**src/rtl/quad_encoder_emulator_if.sv**
```systemverilog
// Command handshake and pin bundle between an encoder-emulation requester and the emulator.
// The requester drives the command fields and abort; the emulator returns the pins and status.
interface quad_encoder_emulator_if;
    logic       cmd_valid;
    logic       cmd_ready;
    logic       cmd_sel;
    logic       cmd_dir;
    logic [7:0] cmd_steps;
    logic       abort;
    logic [3:0] encoder;
    logic       busy;
    logic       done;
    logic [7:0] steps_done;

    modport master (
        output cmd_valid, cmd_sel, cmd_dir, cmd_steps, abort,
        input  cmd_ready, encoder, busy, done, steps_done
    );

    modport slave (
        input  cmd_valid, cmd_sel, cmd_dir, cmd_steps, abort,
        output cmd_ready, encoder, busy, done, steps_done
    );
endinterface

```
**src/rtl/quad_encoder_emulator.sv**
```systemverilog
// Emits N quadrature detents on one of two encoder pin pairs per accepted command.
// Each phase is held PHASE_CYC cycles so the downstream debounce always sees a clean level.
module quad_encoder_emulator #(
    parameter int PHASE_CYC = 40
) (
    input  logic                    clk_10k,
    input  logic                    rst,
    quad_encoder_emulator_if.slave  bus
);
    localparam logic [9:0] LP_RELOAD = 10'(PHASE_CYC - 1);

    typedef enum logic [2:0] {
        S_IDLE,
        S_PH1,
        S_PH2,
        S_PH3,
        S_PH4,
        S_ZDONE
    } state_t;

    state_t     r_state;
    state_t     w_state_nxt;
    logic [9:0] r_timer;
    logic       r_go;
    logic       r_abort;
    logic       r_sel;
    logic       r_dir;
    logic [7:0] r_steps;
    logic [7:0] r_steps_done;
    logic [3:0] r_enc;
    logic       r_busy;
    logic       r_done;

    logic       w_ready;
    logic       w_fire;
    logic       w_ph_end;
    logic       w_last;
    logic [3:0] w_enc_nxt;
    logic       w_done_nxt;

    function automatic logic [1:0] f_pins(input state_t s, input logic dir);
        logic [1:0] v;
        v = 2'b00;
        case (s)
            S_PH1:   v = dir ? 2'b10 : 2'b01;
            S_PH2:   v = 2'b11;
            S_PH3:   v = dir ? 2'b01 : 2'b10;
            default: v = 2'b00;
        endcase
        return v;
    endfunction

    // r_go delays the start by one edge so pins first move on the edge after acceptance
    assign w_ready  = (r_state == S_IDLE) && !r_go && !rst;
    assign w_fire   = bus.cmd_valid && w_ready;
    assign w_ph_end = (r_timer == 10'd0);
    assign w_last   = (({1'b0, r_steps_done} + 9'd1) == {1'b0, r_steps}) || r_abort || bus.abort;

    always_comb begin
        w_state_nxt = r_state;
        w_enc_nxt   = 4'b0000;
        w_done_nxt  = 1'b0;
        unique case (r_state)
            S_IDLE:  if (r_go) w_state_nxt = (r_steps == 8'd0) ? S_ZDONE : S_PH1;
            S_PH1:   if (w_ph_end) w_state_nxt = S_PH2;
            S_PH2:   if (w_ph_end) w_state_nxt = S_PH3;
            S_PH3:   if (w_ph_end) w_state_nxt = S_PH4;
            S_PH4:   if (w_ph_end) w_state_nxt = w_last ? S_IDLE : S_PH1;
            S_ZDONE: w_state_nxt = S_IDLE;
            default: w_state_nxt = S_IDLE;
        endcase
        if (r_sel) w_enc_nxt = {2'b00, f_pins(w_state_nxt, r_dir)};
        else       w_enc_nxt = {f_pins(w_state_nxt, r_dir), 2'b00};
        w_done_nxt = ((r_state == S_PH4) && (w_state_nxt == S_IDLE)) || (w_state_nxt == S_ZDONE);
    end

    always_ff @(posedge clk_10k) begin
        if (rst) begin
            r_state      <= S_IDLE;
            r_timer      <= 10'd0;
            r_go         <= 1'b0;
            r_abort      <= 1'b0;
            r_steps_done <= 8'd0;
            r_enc        <= 4'b0000;
            r_busy       <= 1'b0;
            r_done       <= 1'b0;
        end else begin
            r_state <= w_state_nxt;
            r_enc   <= w_enc_nxt;
            r_done  <= w_done_nxt;
            r_busy  <= (w_state_nxt != S_IDLE) || w_fire;
            r_go    <= w_fire;
            if (w_state_nxt != r_state) r_timer <= LP_RELOAD;
            else if (!w_ph_end)         r_timer <= r_timer - 10'd1;
            if (w_fire)                                  r_abort <= 1'b0;
            else if (r_state != S_IDLE && bus.abort)     r_abort <= 1'b1;
            if (w_fire)                                  r_steps_done <= 8'd0;
            else if (r_state == S_PH4 && w_ph_end)       r_steps_done <= r_steps_done + 8'd1;
        end
    end

    // Command fields are held from acceptance onward and ignore later input changes
    always_ff @(posedge clk_10k) begin
        if (w_fire) begin
            r_sel   <= bus.cmd_sel;
            r_dir   <= bus.cmd_dir;
            r_steps <= bus.cmd_steps;
        end
    end

    assign bus.cmd_ready  = w_ready;
    assign bus.encoder    = r_enc;
    assign bus.busy       = r_busy;
    assign bus.done       = r_done;
    assign bus.steps_done = r_steps_done;
endmodule
```
**src/flat_wrapper.sv**
```systemverilog
// flat-port wrapper written by rule: the top's interface ports become plain ports
module quad_encoder_emulator_flat 
#(
    parameter int PHASE_CYC = 40
)
  (clk_10k, rst, bus_cmd_valid, bus_cmd_sel, bus_cmd_dir, bus_cmd_steps, bus_abort, bus_cmd_ready, bus_encoder, bus_busy, bus_done, bus_steps_done);
  quad_encoder_emulator_if bus_i ();
  input  logic clk_10k;
  input  logic rst;
  input wire logic [$bits(bus_i.cmd_valid)-1:0] bus_cmd_valid;
  input wire logic [$bits(bus_i.cmd_sel)-1:0] bus_cmd_sel;
  input wire logic [$bits(bus_i.cmd_dir)-1:0] bus_cmd_dir;
  input wire logic [$bits(bus_i.cmd_steps)-1:0] bus_cmd_steps;
  input wire logic [$bits(bus_i.abort)-1:0] bus_abort;
  output wire logic [$bits(bus_i.cmd_ready)-1:0] bus_cmd_ready;
  output wire logic [$bits(bus_i.encoder)-1:0] bus_encoder;
  output wire logic [$bits(bus_i.busy)-1:0] bus_busy;
  output wire logic [$bits(bus_i.done)-1:0] bus_done;
  output wire logic [$bits(bus_i.steps_done)-1:0] bus_steps_done;
  assign bus_i.cmd_valid = bus_cmd_valid;
  assign bus_i.cmd_sel = bus_cmd_sel;
  assign bus_i.cmd_dir = bus_cmd_dir;
  assign bus_i.cmd_steps = bus_cmd_steps;
  assign bus_i.abort = bus_abort;
  assign bus_cmd_ready = bus_i.cmd_ready;
  assign bus_encoder = bus_i.encoder;
  assign bus_busy = bus_i.busy;
  assign bus_done = bus_i.done;
  assign bus_steps_done = bus_i.steps_done;
  quad_encoder_emulator #(.PHASE_CYC(PHASE_CYC)) u_core (.clk_10k(clk_10k), .rst(rst), .bus(bus_i));
endmodule
```
**config.mk**
```make
export PLATFORM = sky130hd
export DESIGN_NAME = quad_encoder_emulator_flat
export DESIGN_NICKNAME = d
export VERILOG_FILES = /design/src/rtl/quad_encoder_emulator_if.sv /design/src/rtl/quad_encoder_emulator.sv /design/src/flat_wrapper.sv
export SDC_FILE = /design/constraint.sdc
export NUM_CORES = 1
export LEC_CHECK = 0
export ABC_AREA = 1
export CORE_MARGIN = 4
export CORE_UTILIZATION = 40
export DETAILED_ROUTE_END_ITERATION = 16
export SLEW_MARGIN = 20
export SYNTH_ARGS = -nofsm -noshare
export SYNTH_HDL_FRONTEND = slang
export SYNTH_SLANG_ARGS = --single-unit
export TNS_END_PERCENT = 30
```
**constraint.sdc**
```tcl
create_clock -name clk_10k -period 1.7 [get_ports clk_10k]
set_input_delay 0.17 -clock clk_10k [delete_from_list [all_inputs] [get_ports clk_10k]]
set_output_delay 0.17 -clock clk_10k [all_outputs]
set_load 0.05 [all_outputs]
```
=== Word level (Yosys, flattened, before mapping) ===
Cells that the tools add are included.

* Flip-flop bits (word level): 39
* Input bits: 14
* Output and inout port bits: 15
* Logic and storage cells: 63

* Add/subtract/negate cells: 3
* Equality and inequality tests: 11
* Mux-type cells: 13
* Bitwise logic cells: 1
* Reductions and logical operators: 22

{| class="wikitable"
|+ Operator list
! operator !! number
|-
| $mux W3 || 6
|-
| $pmux W3 S5 || 1
|-
| $eq A3 B2 Y1 const B || 4
|-
| $mux W6 || 2
|-
| $logic_not A10 Y1 || 1
|-
| $sub A10 B1 Y10 const B || 1
|-
| $add A8 B1 Y9 const B || 1
|-
| $eq A9 B8 Y1 || 1
|-
| $add A8 B1 Y8 const B || 1
|-
| $logic_not A8 Y1 || 1
|-
| $reduce_or A2 Y1 || 4
|-
| $eq A3 B1 Y1 const B || 2
|-
| $eq A3 B3 Y1 const B || 2
|-
| $logic_and A1 B1 Y1 || 6
|-
| $logic_not A3 Y1 || 2
|-
| $pmux W2 S3 || 1
|-
| $reduce_bool A3 Y1 || 2
|-
| $logic_or A1 B1 Y1 || 4
|-
| $mux W2 || 2
|-
| $ne A3 B3 Y1 || 1
|-
| $logic_not A1 Y1 || 2
|-
| $ne A2 B2 Y1 const B || 1
|-
| $mux W1 || 1
|-
| $not A1 Y1 || 1
|}

=== Longest topological paths before layout ===
Gate-level depths: netlist (run 1).

* Word-level depth: 10
* Gate-level depth with buffers: 20
* Depth with buffers taken out: 20

=== Least setup slack after synthesis (run 1) ===
No wires, ideal clock.

* Kind: reg-to-reg
* Start: reg u_core.r_state[1]
* End: reg u_core.r_steps_done[3], in the netlist u_core.bus.steps_done[3]
* Setup time: 0.124 ns
* Arrival: 2.558 ns
* Data required time: 1.576 ns
* Slack: -0.982 ns
* Cell stages (with the launch flop): 11
* Buffers on the path: 0
* Period minus slack after synthesis: 2.682 ns
* Cells stage by stage: dfxtp_1 -> nor2_1 -> inv_1 -> nor2_1 -> inv_1 -> nor3_1 -> nand2_1 -> inv_1 -> nor2_1 -> inv_1 -> a211oi_1

* Word-level cells in the longest chain between the ends: 5
* Elaborated cells on any way between the ends: 7
* Classes of those cells: eq/ne (1); reduce/logical (6)

{| class="wikitable"
|+ RTL lines
! element !! RTL line !! source
|-
| start, declared || quad_encoder_emulator.sv:21 || <nowiki>state_t r_state;</nowiki>
|-
| start signal, assigned || quad_encoder_emulator.sv:88 || <nowiki>r_state <= w_state_nxt;</nowiki>
|-
| $logic_not A3 Y1 || quad_encoder_emulator.sv:54 || <nowiki>assign w_ready = (r_state == S_IDLE) && !r_go && !rst;</nowiki>
|-
| $logic_and A1 B1 Y1 (2 in series) || quad_encoder_emulator.sv:54 ||
|-
| via bus_cmd_ready || flat_wrapper.sv:15 || <nowiki>output wire logic [$bits(bus_i.cmd_ready)-1:0] bus_cmd_ready;</nowiki>
|-
| $logic_and A1 B1 Y1 || quad_encoder_emulator.sv:55 || <nowiki>assign w_fire = bus.cmd_valid && w_ready;</nowiki>
|-
| via u_core.w_fire || quad_encoder_emulator.sv:35 || <nowiki>logic w_fire;</nowiki>
|-
| $reduce_or A2 Y1 (no line) || - ||
|-
| end signal, assigned || quad_encoder_emulator.sv:98 || <nowiki>else if (r_state == S_PH4 && w_ph_end) r_steps_done <= r_steps_done + 8'd1;</nowiki>
|-
| end, declared || quad_encoder_emulator.sv:29 || <nowiki>logic [7:0] r_steps_done;</nowiki>
|}

The timed path passes the listed nets, and every way through them passes these cells.
A chain may end at the register's enable or synchronous reset.

=== Worst setup path in the final report (run 1) ===
* Start: reg u_core.r_steps_done[1], in the netlist u_core.bus.steps_done[1]
* End: reg u_core.r_timer[7]

* Word-level cells in the longest chain between the ends: 9

{| class="wikitable"
|+ RTL lines
! element !! RTL line !! source
|-
| $add A8 B1 Y9 || quad_encoder_emulator.sv:57 || <nowiki>assign w_last = (({1'b0, r_steps_done} + 9'd1) == {1'b0, r_steps}) || r_abort || bus.abort;</nowiki>
|-
| $eq A9 B8 Y1 || quad_encoder_emulator.sv:57 ||
|-
| $logic_or A1 B1 Y1 (2 in series) || quad_encoder_emulator.sv:57 ||
|-
| $mux W1 || quad_encoder_emulator.sv:68 || <nowiki>S_PH4: if (w_ph_end) w_state_nxt = w_last ? S_IDLE : S_PH1;</nowiki>
|-
| $mux W3 || quad_encoder_emulator.sv:68 ||
|-
| $pmux W3 S5 || quad_encoder_emulator.sv:63 || <nowiki>unique case (r_state)</nowiki>
|-
| $ne A3 B3 Y1 || quad_encoder_emulator.sv:93 || <nowiki>if (w_state_nxt != r_state) r_timer <= LP_RELOAD;</nowiki>
|-
| $reduce_or A2 Y1 (no line) || - ||
|-
| end signal, assigned || quad_encoder_emulator.sv:94 || <nowiki>else if (!w_ph_end) r_timer <= r_timer - 10'd1;</nowiki>
|-
| end, declared || quad_encoder_emulator.sv:23 || <nowiki>logic [9:0] r_timer;</nowiki>
|}

Every way passes these cells.

==> metrics.txt, run 1 <==
critical path data arrival time=2.17 ns; syn_area_per_cell=7.44 um2; GPL Wtd Cong=between 0.8 and 0.9; Slew @ Worst Pin=about 0.5 ns; final hold violation count=0; DR vias=1,908; synth cell count leaders=nand2_1, inv_1, dfxtp_1; Seq/Total Area, Yosys=43.3%; CTS H-tree lvls=2; Power Density=approximately 1200 nW/um2; Worst path slowest cell=dfxtp_4; Global Route Usage Sum=15.9%; largest cells by area after synthesis=dfxtp_1, edfxtp_1, nand2_1, inv_1, nand3_1; RSZ-0062 raised after global routing=yes; Hold-fix buffers, CTS=0; cells along the critical path=ha_4 -> nand2_2 -> o21bai_1 -> nand2_1 -> nand2_1 -> nand2_1 -> nor2_2 -> nand3_2 -> nand2_1 -> nand2_1 -> nand2_2 -> nand2_2 -> nand2_2 -> nand2_2 -> inv_2 -> nand2_4 -> nor2_2; Cells after Synth=273; register bit total from synthesis=39; synth warn=0; reg2reg start=u_core.bus.steps_done[1]$_SDFFE_PP0P_; Synth top area share=28.6%; final setup margin=-0.245 ns; DP HPWL=3.77 mm; routed len/inst=~11 um; Crit Path Category=flop to flop; clock sinks=39; proportion of layout cells with a drive suffix above 1=about a third; Root Buffer=clkbuf_8; Yosys top cell by area=dfxtp_1; synthesis-to-layout area growth=42.7%; DR vias/cell=approximately 4.6; Post-Syn Nets=around 290; routed wire length=4.77 mm; Die Area=about 6300 um2; Final nets=around 360; delay of the slowest critical-path stage=0.38 ns; worst path bufs/invs=1; Synth Cell Area=a little over 2000 um2; Hold WC Path Type=primary input to flop; CTS tree=done; Netlist cell types=28; Clock Power Share=between 20% and 30%; Async SR Flop Fraction=0%; grt ovf=0; Critical path origin=u_core.bus.steps_done[1]$_SDFFE_PP0P_; most common cell in the netlist=nand2_1; Worst-path clk slew=~0.08 ns; critical path launch point type=flop; vias in the first global route=roughly 1,700; Antenna diodes=0; EDFF count, synth=10; Core Region=4820 um2; Tmin final=1.95 ns; Rows=25; I/O Pins=29; Net Sw Power=1.21 mW; Slew HR=66.1%; input/output buffers=28; Switching Share=a little over a third; Achievable Freq=a little over 0.5 GHz; type of destination of the critical path=flop; # setup viols final=16; initial drt markers=87; CTS max path bufs=2; initial antenna violation count=0; fill count=460; TritonCTS Buffers=5; hold slack=0.440 ns; status=complete, but fails checks; sequential fraction of design power=roughly a third; max_cap viols=0; initial core utilization=42.2%; Max Transition Viols Final=0; Power Total=3.38 mW; Die Y=slightly below 80 um; failing checks=setup timing; CP top delay family=simple AND/OR/NAND/NOR gates; first-pass detailed-route iteration total=4; clock latency on the worst-skew pair=0.29 ns; pin count of the biggest net entering global routing=13; WP data required=1.93 ns; Top FF cell, synth=dfxtp_1; crit path max fanout=6; Leakage=between 1 and 1.5 nW; DRC Markers=0; Routed Antenna Nets=0; skew final=0.0110 ns; Die X=roughly 80 um; crit share post-route=114%; global-route wire length before repair=7.67 mm; internal power=2.17 mW; Gate power share=between 40% and 50%; worst vdd ir=0.880 mV; min-delay src=bus_cmd_sel
-- worst reg2reg max path: cells and delay by family (launching register included) --
family | cells | cell delay [ns]
fa+ha+maj | 1 | 0.15
flops | 1 | 0.38
compound gates | 1 | 0.19
simple gates | 14 | 1.10
buf+inv | 1 | 0.08
-- repair_timing --
action / in CTS / in global routing
pin swaps: 2 / 2
setup buffers: 0 / 1
gates cloned: 0 / 0
gates resized for setup: 6 / 7
endpoints found under the setup margin: 17 / 22
-- cell type report --
| cell class | count | area (um2) | share of cell area, % |
|---|---|---|---|
| multi-input cells | 182 | 1020 | 35.3 |
| well taps | 67 | 83.8 | 2.89 |
| clock buffers | 5 | 68.8 | 2.37 |
| flip-flops and latches | 39 | 901 | 31.1 |
| clock inverters | 3 | 38.8 | 1.34 |
| inverters | 49 | 186 | 6.43 |
| repair buffers | 71 | 598 | 20.6 |
-- routing by layer --
| layer | vias up | wire length (um) | global-route usage [%] |
|---|---|---|---|
| met5 | - | 0 | 0 |
| met4 | 0 | 69 | 6.19 |
| met3 | 8 | 138 | 3.17 |
| met2 | 31 | 2300 | 26.6 |
| met1 | 845 | 2260 | 20.0 |
| li1 | 1024 | - | - |
-- logic make-up (layout without fill, tap and decap cells) --
family                   count (synthesis)  in the layout  share of synthesized area (%)
AND/OR/NAND/NOR                        141            141                           33.6
adder cells (fa/ha/maj)                  2              2                           1.23
buffers and inverters                   52            128                           9.79
flip-flops                              39             39                           43.4
AO/OA/AOI/OAI                           34             34                           9.91
XOR/XNOR                                 5              5                           2.16
-- stage by stage --
stage          cells  area (um2)  worst slack [ns]  utilization (%)  setup TNS [ns]
2_1_floorplan    273        2090            -0.127                -           -3.38
5_1_grt          416        2900            -0.462             60.2           -6.64
3_3_place_gp     407        2750            -0.248             57.0           -3.05
3_5_place_dp     407        2750            -0.264             57.0           -3.41
6_report         416        2900            -0.245             60.2           -3.19
4_1_cts          415        2870            -0.260             59.6           -3.27
-- state kept, by name, indices dropped and copies added (netlist names), 3 cells and up --
register and flops:
u_core.bus.encoder 4, u_core.bus.steps_done 8, u_core.r_state 3, u_core.r_steps 8, u_core.r_timer 10
-- power groups by stage --
stage                     sequential [mW]  clock (mW)  combinational (mW)
final                                1.18       0.750                1.46
after global routing                 1.19       0.807                1.62
after CTS                            1.18       0.765                1.43
after detailed placement             1.20           0                1.40
after global placement               1.20           0                1.40
after floorplan                      1.24           0               0.843
-- cell usage in the layout (no fill, tap or decap), types with 2 or more instances in the layout --
master and count:
buf_4 50, nor2_2 12, inv_2 7, dfxtp_1 21, a211oi_1 2, nand4_1 9, o21ai_1 5, or2_2 3
nand2_1 53, a21oi_1 12, nand3_1 19, nor2_1 19, edfxtp_1 10, inv_1 41, nand2_2 11, clkbuf_8 5
xor2_1 4, dfxtp_2 4, a31oi_1 2, a21oi_2 3, nor2_4 5, nor3_1 4, clkdlybuf4s50_1 19, o21ai_0 7
nand3_2 3, dfxtp_4 4
-- worst paths after layout --
| path | slack, ns | end | cells past startpoint |
|---|---|---|---|
| worst min register to register | 0.51 | u_core.r_abort$_SDFFE_PP0P_ | 2 |
| worst min-delay path | 0.44 | u_core.r_sel$_DFFE_PP_ | 1 |
| worst max register to register | -0.25 | u_core.r_timer[7]$_SDFFE_PP0N_ | 17 |
| worst max-delay path | -0.25 | u_core.r_timer[7]$_SDFFE_PP0N_ | 17 |
No activity file was read; power rests on OpenSTA's default activity.
==> run 2: changes to the inputs <==
--- a/config.mk
+++ b/config.mk
@@ -9,6 +9,7 @@
 export CORE_MARGIN = 4
 export CORE_UTILIZATION = 40
 export DETAILED_ROUTE_END_ITERATION = 16
+export SKIP_LAST_GASP = 1
 export SLEW_MARGIN = 20
 export SYNTH_ARGS = -nofsm -noshare
 export SYNTH_HDL_FRONTEND = slang
==> metrics.txt, run 2 (synthesis results as in run 1) <==
Reg with most FFs=u_core.r_timer; TritonCTS Buffers=5 (unchanged); hold path cells=1 (unchanged); failing checks=setup timing; vias in the first global route=1,691 (+0.24%); min-delay src=bus_cmd_sel; I/O Pins=29 (unchanged); reg2reg setup slack=-0.25 ns (about the same); max_cap viols=0 (unchanged); cells along the critical path=ha_4 -> nand2_2 -> o21bai_1 -> nand2_1 -> nand2_1 -> nand2_1 -> nor2_2 -> nand3_2 -> nand2_1 -> nand2_1 -> nand2_2 -> nand2_2 -> nand2_2 -> nand2_2 -> inv_2 -> nand2_4 -> nor2_2; crit share post-route=115% (+0.20 points); Hold-fix buffers, CTS=0 (unchanged); max FFs per register=10 (unchanged); RSZ-0062 raised after global routing=yes; Antenna diodes=0 (unchanged); Critical path origin=u_core.bus.steps_done[1]$_SDFFE_PP0P_; most frequent cells in the layout=nand2_1, buf_4, inv_1; Worst Reg-to-Reg Cells=17 (unchanged); input/output buffers=28 (unchanged); Hold WC Path Type=primary input to flop; skew final=0.0107 ns (-0.000251 ns); pre-CTS setup slack=-0.264 ns (unchanged); Final nets=364 (unchanged); Critical Path Sink=u_core.r_timer[7]$_SDFFE_PP0N_; Max Transition Viols Final=0 (unchanged); crit path max fanout=6 (unchanged); type of destination of the critical path=flop; WP data required=1.93 ns (about the same); synthesis-to-layout area growth=41.7%; DR vias=1,908 (unchanged); Tmin final=1.95 ns (+0.00346 ns); clock sinks=39 (unchanged); routed len/inst=11.3 um (-1.4%); Achievable Freq=0.513 GHz (-0.18%); final hold violation count=0 (unchanged); Global Route Usage Sum=16.0% (+0.072 points); worst path bufs/invs=1 (unchanged); Crit Path Category=flop to flop; DR vias/cell=4.59 (unchanged); routed wire length=4.71 mm (-1.4%); CTS tree=done; final cell count without fillers=416 (unchanged); critical path launch point type=flop; Die Y=79.3 um (unchanged); DRC Markers=0 (unchanged); Worst-path clk slew=0.08 ns (about the same); Die X=79.3 um (unchanged); Die Area=6280 um2 (unchanged); most common cell after layout, fill and taps aside=nand2_1; global-route wire length before repair=7.70 mm (+0.46%); CP top delay family=simple AND/OR/NAND/NOR gates; Setup TNS=-3.37 ns (-0.178 ns); FF/Latch Area=901 um2 (unchanged); Rows=25 (unchanged); multi-input combinational cell area=1000 um2 (-1.7%); critical path data arrival time=2.18 ns (about the same); final setup margin=-0.248 ns (-0.00346 ns); R2R Path End=u_core.r_timer[7]$_SDFFE_PP0N_; CTS H-tree lvls=2 (unchanged); initial drt markers=95 (+9.2%); Slew HR=66.1% (unchanged); Levels on crit path=17 (unchanged); Core Region=4820 um2 (unchanged); reg2reg start=u_core.bus.steps_done[1]$_SDFFE_PP0P_; pin count of the biggest net entering global routing=13 (unchanged); worst vdd ir=0.877 mV (-0.42%); GPL Wtd Cong=0.859 (unchanged); delay of the slowest critical-path stage=0.38 ns (about the same); first-pass detailed-route iteration total=4 (unchanged); Worst path slowest cell=dfxtp_4; initial antenna violation count=0 (unchanged); DP Cell Count=407 (unchanged); clock latency on the worst-skew pair=0.29 ns (about the same); Slew @ Worst Pin=0.506 ns (unchanged); CTS max path bufs=2 (unchanged); Leakage=1.32 nW (-1.5%); fill count=457 (-0.65%); # setup viols final=17 (+1); Root Buffer=clkbuf_8; Routed Antenna Nets=0 (unchanged); DP HPWL=3.77 mm (unchanged); status=complete, but fails checks; initial core utilization=42.2% (unchanged); Power Density=1160 nW/um2 (-0.57%); grt ovf=0 (unchanged); proportion of layout cells with a drive suffix above 1=32.4% (-1.1 points)
-- run 2: changes by cell type in the layout (fill, tap and decap cells not counted), sizes merged --
cell           delta
dlymetal6s2s      -1
clkdlybuf4s50     +1
-- run 2: metrics by stage --
step / hold WS [ns] / util (%) / power (mW) / area (um2)
floorplan: 0.269 / - / 2.08 / 2090
global placement: 0.466 / 57.0 / 2.59 / 2750
detailed placement: 0.486 / 57.0 / 2.60 / 2750
CTS: 0.429 / 59.3 / 3.35 / 2860
global route: 0.428 / 59.8 / 3.58 / 2880
finish: 0.439 / 59.8 / 3.34 / 2880
-- run 2: power breakdown --
group          leakage (nW)  switching, mW  total [mW]  internal (mW)
clock                0.0556          0.318       0.747          0.430
sequential            0.334         0.0858        1.18           1.09
combinational         0.932          0.775        1.42          0.642
-- run 2: metal layers --
metal	GRT usage (%)	share of wire, %	vias up
met5	0	0	-
met1	20.1	47	853
li1	-	-	1023
met3	3.17	3.4	4
met2	26.8	49	28
met4	6.19	0.96	0
-- run 2: worst min-delay path by stage --
stage,endpoint
after CTS,u_core.r_sel$_DFFE_PP_
after global routing,u_core.r_sel$_DFFE_PP_
after detailed placement,u_core.r_abort$_SDFFE_PP0P_
after floorplan,u_core.r_dir$_DFFE_PP_
final,u_core.r_sel$_DFFE_PP_
after global placement,u_core.r_abort$_SDFFE_PP0P_
-- run 2: worst register-to-register path: cells and delay by family, from the launching register on --
| kind | cells | cell delay, ns |
|---|---|---|
| and+or+nand+nor | 14 | 1.09 |
| DFF | 1 | 0.38 |
| AOI/OAI and AO/OA | 1 | 0.19 |
| adders and majority gates | 1 | 0.15 |
| buffers and inverters | 1 | 0.09 |
-- run 2: timing repair --
| action | in CTS | in global routing |
|---|---|---|
| gates cloned | 0 | 0 |
| setup endpoints to repair | 17 | 36 |
| setup buffers | 0 | 1 |
| resized for setup | 1 | 6 |
| pin swaps | 0 | 1 |
-- run 2: cell type report --
cell class,instances,share of cell area (%)
multi-input cells,182,34.9
flip-flops and latches,39,31.3
repair buffers,71,20.7
inverters,49,6.48
well taps,67,2.91
clock buffers,5,2.39
clock inverters,3,1.35
